<file path="src/rtl/gpr_dump_unit_pkg.sv">
// Shared constants and FSM state encoding for the GPR debug dump unit.
// The register file uses the same width constants so both ends agree.
package gpr_dump_unit_pkg;

    localparam int GPR_NUM_REGS = 32;
    localparam int GPR_ADDR_W   = 5;
    localparam int GPR_DATA_W   = 32;

    typedef enum logic [2:0] {
        ST_IDLE,
        ST_READ,
        ST_SEND,
        ST_CSUM,
        ST_DONE
    } dump_state_t;

endpackage

</file>
<file path="src/rtl/gpr_dump_unit_if.sv">
// Valid/ready beat stream carrying one register index/value per beat.
// The dump unit drives it through the master modport.
interface gpr_dump_unit_if #(
    parameter int ADDR_W = gpr_dump_unit_pkg::GPR_ADDR_W,
    parameter int DATA_W = gpr_dump_unit_pkg::GPR_DATA_W
);

    logic              out_valid;
    logic              out_ready;
    logic [ADDR_W-1:0] out_index;
    logic [DATA_W-1:0] out_data;
    logic              out_last;

    modport master (
        output out_valid,
        output out_index,
        output out_data,
        output out_last,
        input  out_ready
    );

    modport slave (
        input  out_valid,
        input  out_index,
        input  out_data,
        input  out_last,
        output out_ready
    );

endinterface

</file>
<file path="src/rtl/gpr_dump_unit.sv">
// Walks the GPR debug read port from FIRST_REG upward and streams each register as a beat.
// Optional trailing XOR checksum beat is enabled by defining GPR_DUMP_CHECKSUM_EN.
module gpr_dump_unit
    import gpr_dump_unit_pkg::*;
#(
    parameter int NUM_REGS  = GPR_NUM_REGS,
    parameter int ADDR_W    = GPR_ADDR_W,
    parameter int DATA_W    = GPR_DATA_W,
    parameter int FIRST_REG = 1
) (
    input  logic              clock,
    input  logic              reset,
    input  logic              start,
    output logic              busy,
    output logic              done,
    output logic [ADDR_W-1:0] rf_raddr,
    input  logic [DATA_W-1:0] rf_rdata,
    gpr_dump_unit_if.master   dump
);

    localparam logic [ADDR_W-1:0] FIRST_IDX = ADDR_W'(FIRST_REG);
    localparam logic [ADDR_W-1:0] LAST_IDX  = ADDR_W'(NUM_REGS - 1);
`ifdef GPR_DUMP_CHECKSUM_EN
    localparam bit CSUM_EN = 1'b1;
`else
    localparam bit CSUM_EN = 1'b0;
`endif

    dump_state_t       state;
    dump_state_t       stateNext;
    logic [ADDR_W-1:0] counter;
    logic              handshake;
    logic              atLast;

    assign rf_raddr  = counter;
    assign handshake = dump.out_valid && dump.out_ready;
    assign atLast    = (counter == LAST_IDX);

    always_ff @(posedge clock or negedge reset) begin
        if (!reset) begin
            state <= ST_IDLE;
        end else begin
            state <= stateNext;
        end
    end

    always_comb begin
        stateNext = state;
        case (state)
            ST_IDLE: begin
                if (start) begin
                    stateNext = ST_READ;
                end
            end
            ST_READ: begin
                stateNext = ST_SEND;
            end
            ST_SEND: begin
                if (handshake) begin
                    if (!atLast) begin
                        stateNext = ST_READ;
                    end else begin
`ifdef GPR_DUMP_CHECKSUM_EN
                        stateNext = ST_CSUM;
`else
                        stateNext = ST_DONE;
`endif
                    end
                end
            end
            ST_CSUM: begin
`ifdef GPR_DUMP_CHECKSUM_EN
                if (handshake) begin
                    stateNext = ST_DONE;
                end
`else
                stateNext = ST_IDLE;
`endif
            end
            ST_DONE: begin
                stateNext = ST_IDLE;
            end
            default: begin
                stateNext = ST_IDLE;
            end
        endcase
    end

`ifdef GPR_DUMP_CHECKSUM_EN
    logic [DATA_W-1:0] checksum;

    // Folds in every register value as it is captured, so it is complete once the last beat is sent
    always_ff @(posedge clock or negedge reset) begin
        if (!reset) begin
            checksum <= '0;
        end else if (state == ST_IDLE && start) begin
            checksum <= '0;
        end else if (state == ST_READ) begin
            checksum <= checksum ^ rf_rdata;
        end
    end
`endif

    // Beat registers are loaded in READ and held through SEND; busy/done follow the next state
    always_ff @(posedge clock or negedge reset) begin
        if (!reset) begin
            counter        <= FIRST_IDX;
            busy           <= 1'b0;
            done           <= 1'b0;
            dump.out_valid <= 1'b0;
            dump.out_index <= '0;
            dump.out_data  <= '0;
            dump.out_last  <= 1'b0;
        end else begin
            busy <= (stateNext != ST_IDLE);
            done <= (stateNext == ST_DONE);
            case (state)
                ST_IDLE: begin
                    counter <= FIRST_IDX;
                end
                ST_READ: begin
                    dump.out_valid <= 1'b1;
                    dump.out_index <= counter;
                    dump.out_data  <= rf_rdata;
                    dump.out_last  <= atLast && !CSUM_EN;
                end
                ST_SEND: begin
                    if (handshake) begin
                        dump.out_valid <= 1'b0;
                        dump.out_last  <= 1'b0;
                        if (!atLast) begin
                            counter <= counter + ADDR_W'(1);
                        end
`ifdef GPR_DUMP_CHECKSUM_EN
                        else begin
                            dump.out_valid <= 1'b1;
                            dump.out_index <= '0;
                            dump.out_data  <= checksum;
                            dump.out_last  <= 1'b1;
                        end
`endif
                    end
                end
                ST_CSUM: begin
                    if (handshake) begin
                        dump.out_valid <= 1'b0;
                        dump.out_last  <= 1'b0;
                    end
                end
                ST_DONE: begin
                    counter <= FIRST_IDX;
                end
                default: begin
                    counter <= FIRST_IDX;
                end
            endcase
        end
    end

endmodule

</file>
<file path="src/flat_wrapper.sv">
// flat-port wrapper written by rule: the top's interface ports become plain ports
module gpr_dump_unit_flat import gpr_dump_unit_pkg::*;
#(
    parameter int NUM_REGS  = GPR_NUM_REGS,
    parameter int ADDR_W    = GPR_ADDR_W,
    parameter int DATA_W    = GPR_DATA_W,
    parameter int FIRST_REG = 1
)
  (clock, reset, start, busy, done, rf_raddr, rf_rdata, dump_out_valid, dump_out_index, dump_out_data, dump_out_last, dump_out_ready);
  gpr_dump_unit_if #(.ADDR_W(ADDR_W), .DATA_W(DATA_W)) dump_i ();
  input  logic clock;
  input  logic reset;
  input  logic start;
  output logic busy;
  output logic done;
  output logic [ADDR_W-1:0] rf_raddr;
  input  logic [DATA_W-1:0] rf_rdata;
  output wire logic [$bits(dump_i.out_valid)-1:0] dump_out_valid;
  output wire logic [$bits(dump_i.out_index)-1:0] dump_out_index;
  output wire logic [$bits(dump_i.out_data)-1:0] dump_out_data;
  output wire logic [$bits(dump_i.out_last)-1:0] dump_out_last;
  input wire logic [$bits(dump_i.out_ready)-1:0] dump_out_ready;
  assign dump_out_valid = dump_i.out_valid;
  assign dump_out_index = dump_i.out_index;
  assign dump_out_data = dump_i.out_data;
  assign dump_out_last = dump_i.out_last;
  assign dump_i.out_ready = dump_out_ready;
  gpr_dump_unit #(.NUM_REGS(NUM_REGS), .ADDR_W(ADDR_W), .DATA_W(DATA_W), .FIRST_REG(FIRST_REG)) u_core (.clock(clock), .reset(reset), .start(start), .busy(busy), .done(done), .rf_raddr(rf_raddr), .rf_rdata(rf_rdata), .dump(dump_i));
endmodule
</file>
<file path="config.mk">
export PLATFORM = sky130hd
export DESIGN_NAME = gpr_dump_unit_flat
export DESIGN_NICKNAME = d
export VERILOG_FILES = /design/src/rtl/gpr_dump_unit_pkg.sv /design/src/rtl/gpr_dump_unit_if.sv /design/src/rtl/gpr_dump_unit.sv /design/src/flat_wrapper.sv
export SDC_FILE = /design/constraint.sdc
export NUM_CORES = 1
export LEC_CHECK = 0
export CORE_ASPECT_RATIO = 0.7
export CORE_MARGIN = 2
export CORE_UTILIZATION = 38
export DETAILED_ROUTE_END_ITERATION = 10
export MAX_ROUTING_LAYER = met4
export PLACE_DENSITY = 0.71
export SLEW_MARGIN = 10
export SYNTH_ARGS = -nofsm -noshare
export SYNTH_HDL_FRONTEND = slang
export SYNTH_SLANG_ARGS = --single-unit
</file>
<file path="constraint.sdc">
create_clock -name clock -period 1.74 [get_ports clock]
set_input_delay 0.348 -clock clock [delete_from_list [all_inputs] [get_ports clock]]
set_output_delay 0.348 -clock clock [all_outputs]
set_load 0.05 [all_outputs]
</file>
* Word-level counts from Yosys, hierarchy flattened
Index checks and enable logic that the tools add are counted.
** Cells by class
- Mux-type cells :: 10
- Equal/unequal tests :: 8
- Reduce and logical (&&, ||, !) cells :: 8
- Bitwise operators :: 1
- Add/subtract/negate cells :: 1
** Operators by type and width (number)
- $mux 5 :: 2
- $pmux 5 s2 :: 1
- $mux 3 :: 3
- $pmux 3 s3 :: 1
- $eq 3x2->1 const B :: 2
- $add 5x1->5 const B :: 1
- $eq 5x5->1 const B :: 1
- $ne 2x1->1 const B :: 2
- $pmux 1 s2 :: 2
- $reduce_or 2->1 :: 2
- $eq 3x1->1 const B :: 1
- $eq 3x3->1 const B :: 1
- $logic_not 3->1 :: 1
- $reduce_and 3->1 :: 1
- $reduce_bool 3->1 :: 1
- $ne 2x2->1 const B :: 1
- $reduce_and 2->1 :: 1
- $reduce_bool 2->1 :: 1
- $logic_and 1x1->1 :: 1
- $mux 1 :: 1
- $not 1->1 :: 1
** Word-level totals
- Input port bits :: 36
- Output and inout port bits :: 46
- Register bits :: 49
- Word-level logic and storage cells :: 36

* Logic depth before layout (Yosys ltp)
- Depth after elaboration :: 5
- Mapped depth :: 6
- Mapped depth without buffers :: 6

* Worst setup path before layout
No wires, ideal clock.
- Kind :: reg2reg
- Start :: register u_core.counter[1] (netlist: u_core.rf_raddr[1])
- End :: register u_core.counter[1] (netlist: u_core.rf_raddr[1])
- Required time :: 1619 ps
- Stages on the path, launching flop included :: 7
- Path slack :: -290 ps
- Setup time :: 121 ps
- Arrival :: 1909 ps
- Period minus slack after synthesis :: 2030 ps
- Buffers on the path :: 0
- Cells stage by stage :: dfrtp_1 ha_1 and3_1 ha_1 nor4bb_1 nor3_1 a22o_1
** Between the ends
- Longest elaborated chain between the ends :: 4
- Elaborated cells on any way between the ends :: 7
- Those cells by class :: add/sub (1); eq/ne (2); mux (3); reduce/logical (1)
** Ends and longest elaborated chain
- from (decl) :: RTL line gpr_dump_unit.sv:31 : logic [ADDR_W-1:0] counter;
- from (signal assigned) :: RTL line gpr_dump_unit.sv:132 : counter <= counter + ADDR_W'(1);
- $add 5x1->5 :: RTL line gpr_dump_unit.sv:132
- $mux 5 :: RTL line gpr_dump_unit.sv:131 : if (!atLast) begin
- $mux 5 :: RTL line gpr_dump_unit.sv:128 : if (handshake) begin
- $pmux 5 s2 :: RTL line gpr_dump_unit.sv:117 : case (state)
Parallel ways exist; a longest one is shown, timed or not. The select of a mux whose other input is x is not followed.
A chain may end at the register's enable or synchronous reset.

* Final worst setup path
Ends and elaborated chain as after synthesis.

==> metrics.md <==
| Metric | Value |
|---|---|
| Skew-Pair Late Insertion Delay | `0.30 ns` |
| Clock transition at the registers of the reported paths | `0.09 ns` |
| Hold WS | `0.4602 ns` |
| ANT nets after route | `0` |
| Number of flops mapped to enable cells by yosys | `0` |
| Status | `finished clean` |
| Post-Syn Area | `around 0.0020 sq mm` |
| Tot Pwr | `about 6400 uW` |
| Most frequent CP cell | `ha_4` |
| Synth top cells by count | `dfrtp_1 (48), mux2_2 (24), mux2_1 (13)` |
| Dominant cell type by area after synthesis | `dfrtp_1` |
| First-pass GRT wire length | `about 7.3 mm` |
| Initial Util | `0.3884` |
| R2R Path End | `u_core.rf_raddr[1]$_DFFE_PN0P_` |
| I/O Buffers | `81` |
| Num ports | `82` |
| Final wirelength | `about 4.2 mm` |
| GRT Util Overall | `0.1596` |
| Die X | `about 91 microns` |
| Num rows | `22` |
| Slowest-stage cell, CP | `dfrtp_2` |
| Maximum clock rate | `around 580 MHz` |
| Fin Setup TNS | `0 ns` |
| Crit-path cells | `ha_4, and3_4, ha_4, nor4bb_4, nor3_2, a22o_1` |
| DRC viols | `0` |
| Clock Skew | `~0.0081 ns` |
| Layout cell share with drive strength beyond 1 | `0.4498` |
| Final net count | `about 270` |
| DP HPWL | `roughly 3 mm` |
| CTS root buf | `clkbuf_8` |
| Fillers | `421` |
| Number of global-route vias before repair | `~1400` |
| Syn Nets | `173` |
| CP Data Arrival Time | `1.90 ns` |
| Final Cycle Share | `0.9829` |
| Routed vias | `between 1000 and 1500` |
| Synth warn | `0` |
| Period minus WS final | `~1.7 ns` |
| WS Path Type | `flip-flop to flip-flop` |
| HP Class | `primary input to asynchronous set/reset pin` |
| Sequential area share after synthesis | `0.6139` |
| Leakage power | `roughly 0.0014 uW` |
| Required @ worst endpoint | `between 1.5 and 2 ns` |
| Maximum buffer depth of the clock tree | `2` |
| Fin. max-slew vios | `0` |
| Max incr delay on CP | `0.45 ns` |
| Synth area leaders | `dfrtp_1 (60%), mux2_2 (14%), mux2_1 (7.3%)` |
| Pwr per Cell Area | `roughly 2100 mW/mm^2` |
| Reg2reg start | `u_core.rf_raddr[1]$_DFFE_PN0P_` |
| Max rail drop VDD | `about 1200 uV` |
| Initial antenna violation count | `0` |
| Worst-Margin Slew | `between 0.3 and 0.4 ns` |
| Post-synth top flop | `dfrtp_1` |
| Setup violators final | `0` |
| Post-Syn Instances | `roughly 140` |
| Crit Path Max Fanout | `4` |
| Wire per inst | `approximately 14 microns` |
| Startpoint types | `flip-flop` |
| Avg Synthesized Cell Area | `14.81 sq um` |
| Synth Register Bits | `49` |
| Count leader, synth | `dfrtp_1` |
| Layout area overhead | `49.87%` |
| CTS tree | `done` |
| Library cells used by synthesis | `31` |
| # diodes | `0` |
| Final core occ | `0.5822` |
| DR pass1 iterations | `4` |
| Yosys top cell area share | `0.6008` |
| Post-synth ARST share | `1.000` |
| Slew headroom | `0.7437` |
| Largest net degree at the start of global routing | `31` |
| FF-to-FF path depth | `6` |
| GRT overflow | `0` |
| Die Area | `around 0.0059 sq mm` |
| Total core area | `about 0.005 sq mm` |
| Htree depth | `2` |
| Num CTS Buffers | `5` |
| Resized Gates After CTS | `0` |
| Drt initial violations | `27` |
| RSZ-0062 raised after global routing | `true` |
| Die height | `about 65 microns` |
| CTS sink cnt | `49` |
| Fin area | `0.002997 sq mm` |
| Max_cap viols | `0` |
| Routability congestion estimate | `between 0.8 and 0.9` |
| Worst setup EP type | `flip-flop` |
| FF-to-FF setup slack | `0.03 ns` |
| Placed Instance Area | `between 0.002 and 0.003 sq mm` |
| Hold Fails Final Rpt | `0` |
| Via-per-instance ratio | `about 4.6` |
-- layer usage --
layer / share of wire / GRT usage / wire, microns
met1: 0.55 / 0.2483 / 2322
met2: 0.37 / 0.2015 / 1554
met3: 0.077 / 0.05000 / 325
met4: 0 / 0.02885 / 0
met5: 0 / - / 0
-- where the power goes --
group,total [uW],switching [uW],internal (uW)
combinational,3800,2360,1440
sequential,1930,297,1630
clock,675,389,286
total,6410,3050,3360
-- what timing repair did --
action	CTS	global route
hold buffers	1	0
setup endpoints to repair	0	4
buffers inserted	0	3
hold endpoints to repair	10	0
-- per-stage QoR --
step                      worst slack [ns]  instances
after floorplan                   -0.02683        135
after global placement             0.05248        289
after detailed placement           0.03644        289
after CTS                          0.02794        298
after global routing              -0.03354        301
final                              0.02980        301
-- how the worst max path moves through the flow --
stage	cells after the start	from	endpoint	slack (ns)
CTS	6	u_core.rf_raddr[1]$_DFFE_PN0P_	u_core.rf_raddr[1]$_DFFE_PN0P_	0.03
detailed placement	6	u_core.rf_raddr[1]$_DFFE_PN0P_	u_core.rf_raddr[1]$_DFFE_PN0P_	0.04
global placement	6	u_core.rf_raddr[1]$_DFFE_PN0P_	u_core.rf_raddr[1]$_DFFE_PN0P_	0.05
global route	6	u_core.rf_raddr[1]$_DFFE_PN0P_	u_core.rf_raddr[3]$_DFFE_PN0P_	-0.03
finish	6	u_core.rf_raddr[1]$_DFFE_PN0P_	u_core.rf_raddr[1]$_DFFE_PN0P_	0.03
floorplan	6	u_core.rf_raddr[1]$_DFFE_PN0P_	u_core.rf_raddr[1]$_DFFE_PN0P_	-0.03
-- state kept, by name, indices dropped and copies added, names as in the netlist --
| signal | cells |
|---|---|
| u_core.done | 1 |
| u_core.dump.out_data | 32 |
| u_core.state | 3 |
| u_core.dump.out_last | 1 |
| u_core.dump.out_valid | 1 |
| u_core.busy | 1 |
| u_core.rf_raddr | 5 |
| u_core.dump.out_index | 5 |
-- worst max-delay path, delay by kind of cell, from the launching register on --
kind	cells	cell delay, ns
compound gates	1	0.19
simple gates	3	0.63
fa+ha+maj	2	0.35
flops	1	0.45
-- area by class of cell --
cell class,count,area (sq um),area share
Timing Repair Buffer,93,820.8,0.2739
Clock buffer,5,68.82,0.02296
Tap cell,72,90.09,0.03006
Inverter,3,11.26,0.003758
Clock inverter,3,21.27,0.007098
Sequential cell,49,1229,0.4100
Multi-Input combinational cell,76,755.7,0.2522
-- logic make-up (layout without fill, tap and decap cells) --
kind of cell / after synthesis / in the layout / share of synthesized area
and+or+nand+nor: 21 / 21 / 0.06884
buffers and inverters: 10 / 104 / 0.03692
adders and majority gates: 2 / 2 / 0.01251
muxes: 40 / 40 / 0.2234
AOI/OAI and AO/OA: 13 / 13 / 0.04444
DFF: 49 / 49 / 0.6139
-- placed cells by master (no fill, tap or decap), types with 2 or more instances in the layout --
cell / synthesis / final
o21ai_0: 4 / 2
nand2b_1: 3 / 3
nand2_1: 3 / 3
nor2_1: 4 / 4
mux2i_1: 3 / 3
mux2_1: 13 / 13
buf_12: 0 / 3
ha_4: 0 / 2
clkdlybuf4s50_1: 0 / 34
a22o_1: 2 / 2
o21ai_1: 0 / 2
nor2b_4: 1 / 2
clkbuf_8: 0 / 5
buf_4: 1 / 54
dfrtp_1: 48 / 47
mux2_2: 24 / 24
inv_1: 3 / 3
a21oi_1: 2 / 2
No activity file was read; power rests on OpenSTA's default activity.
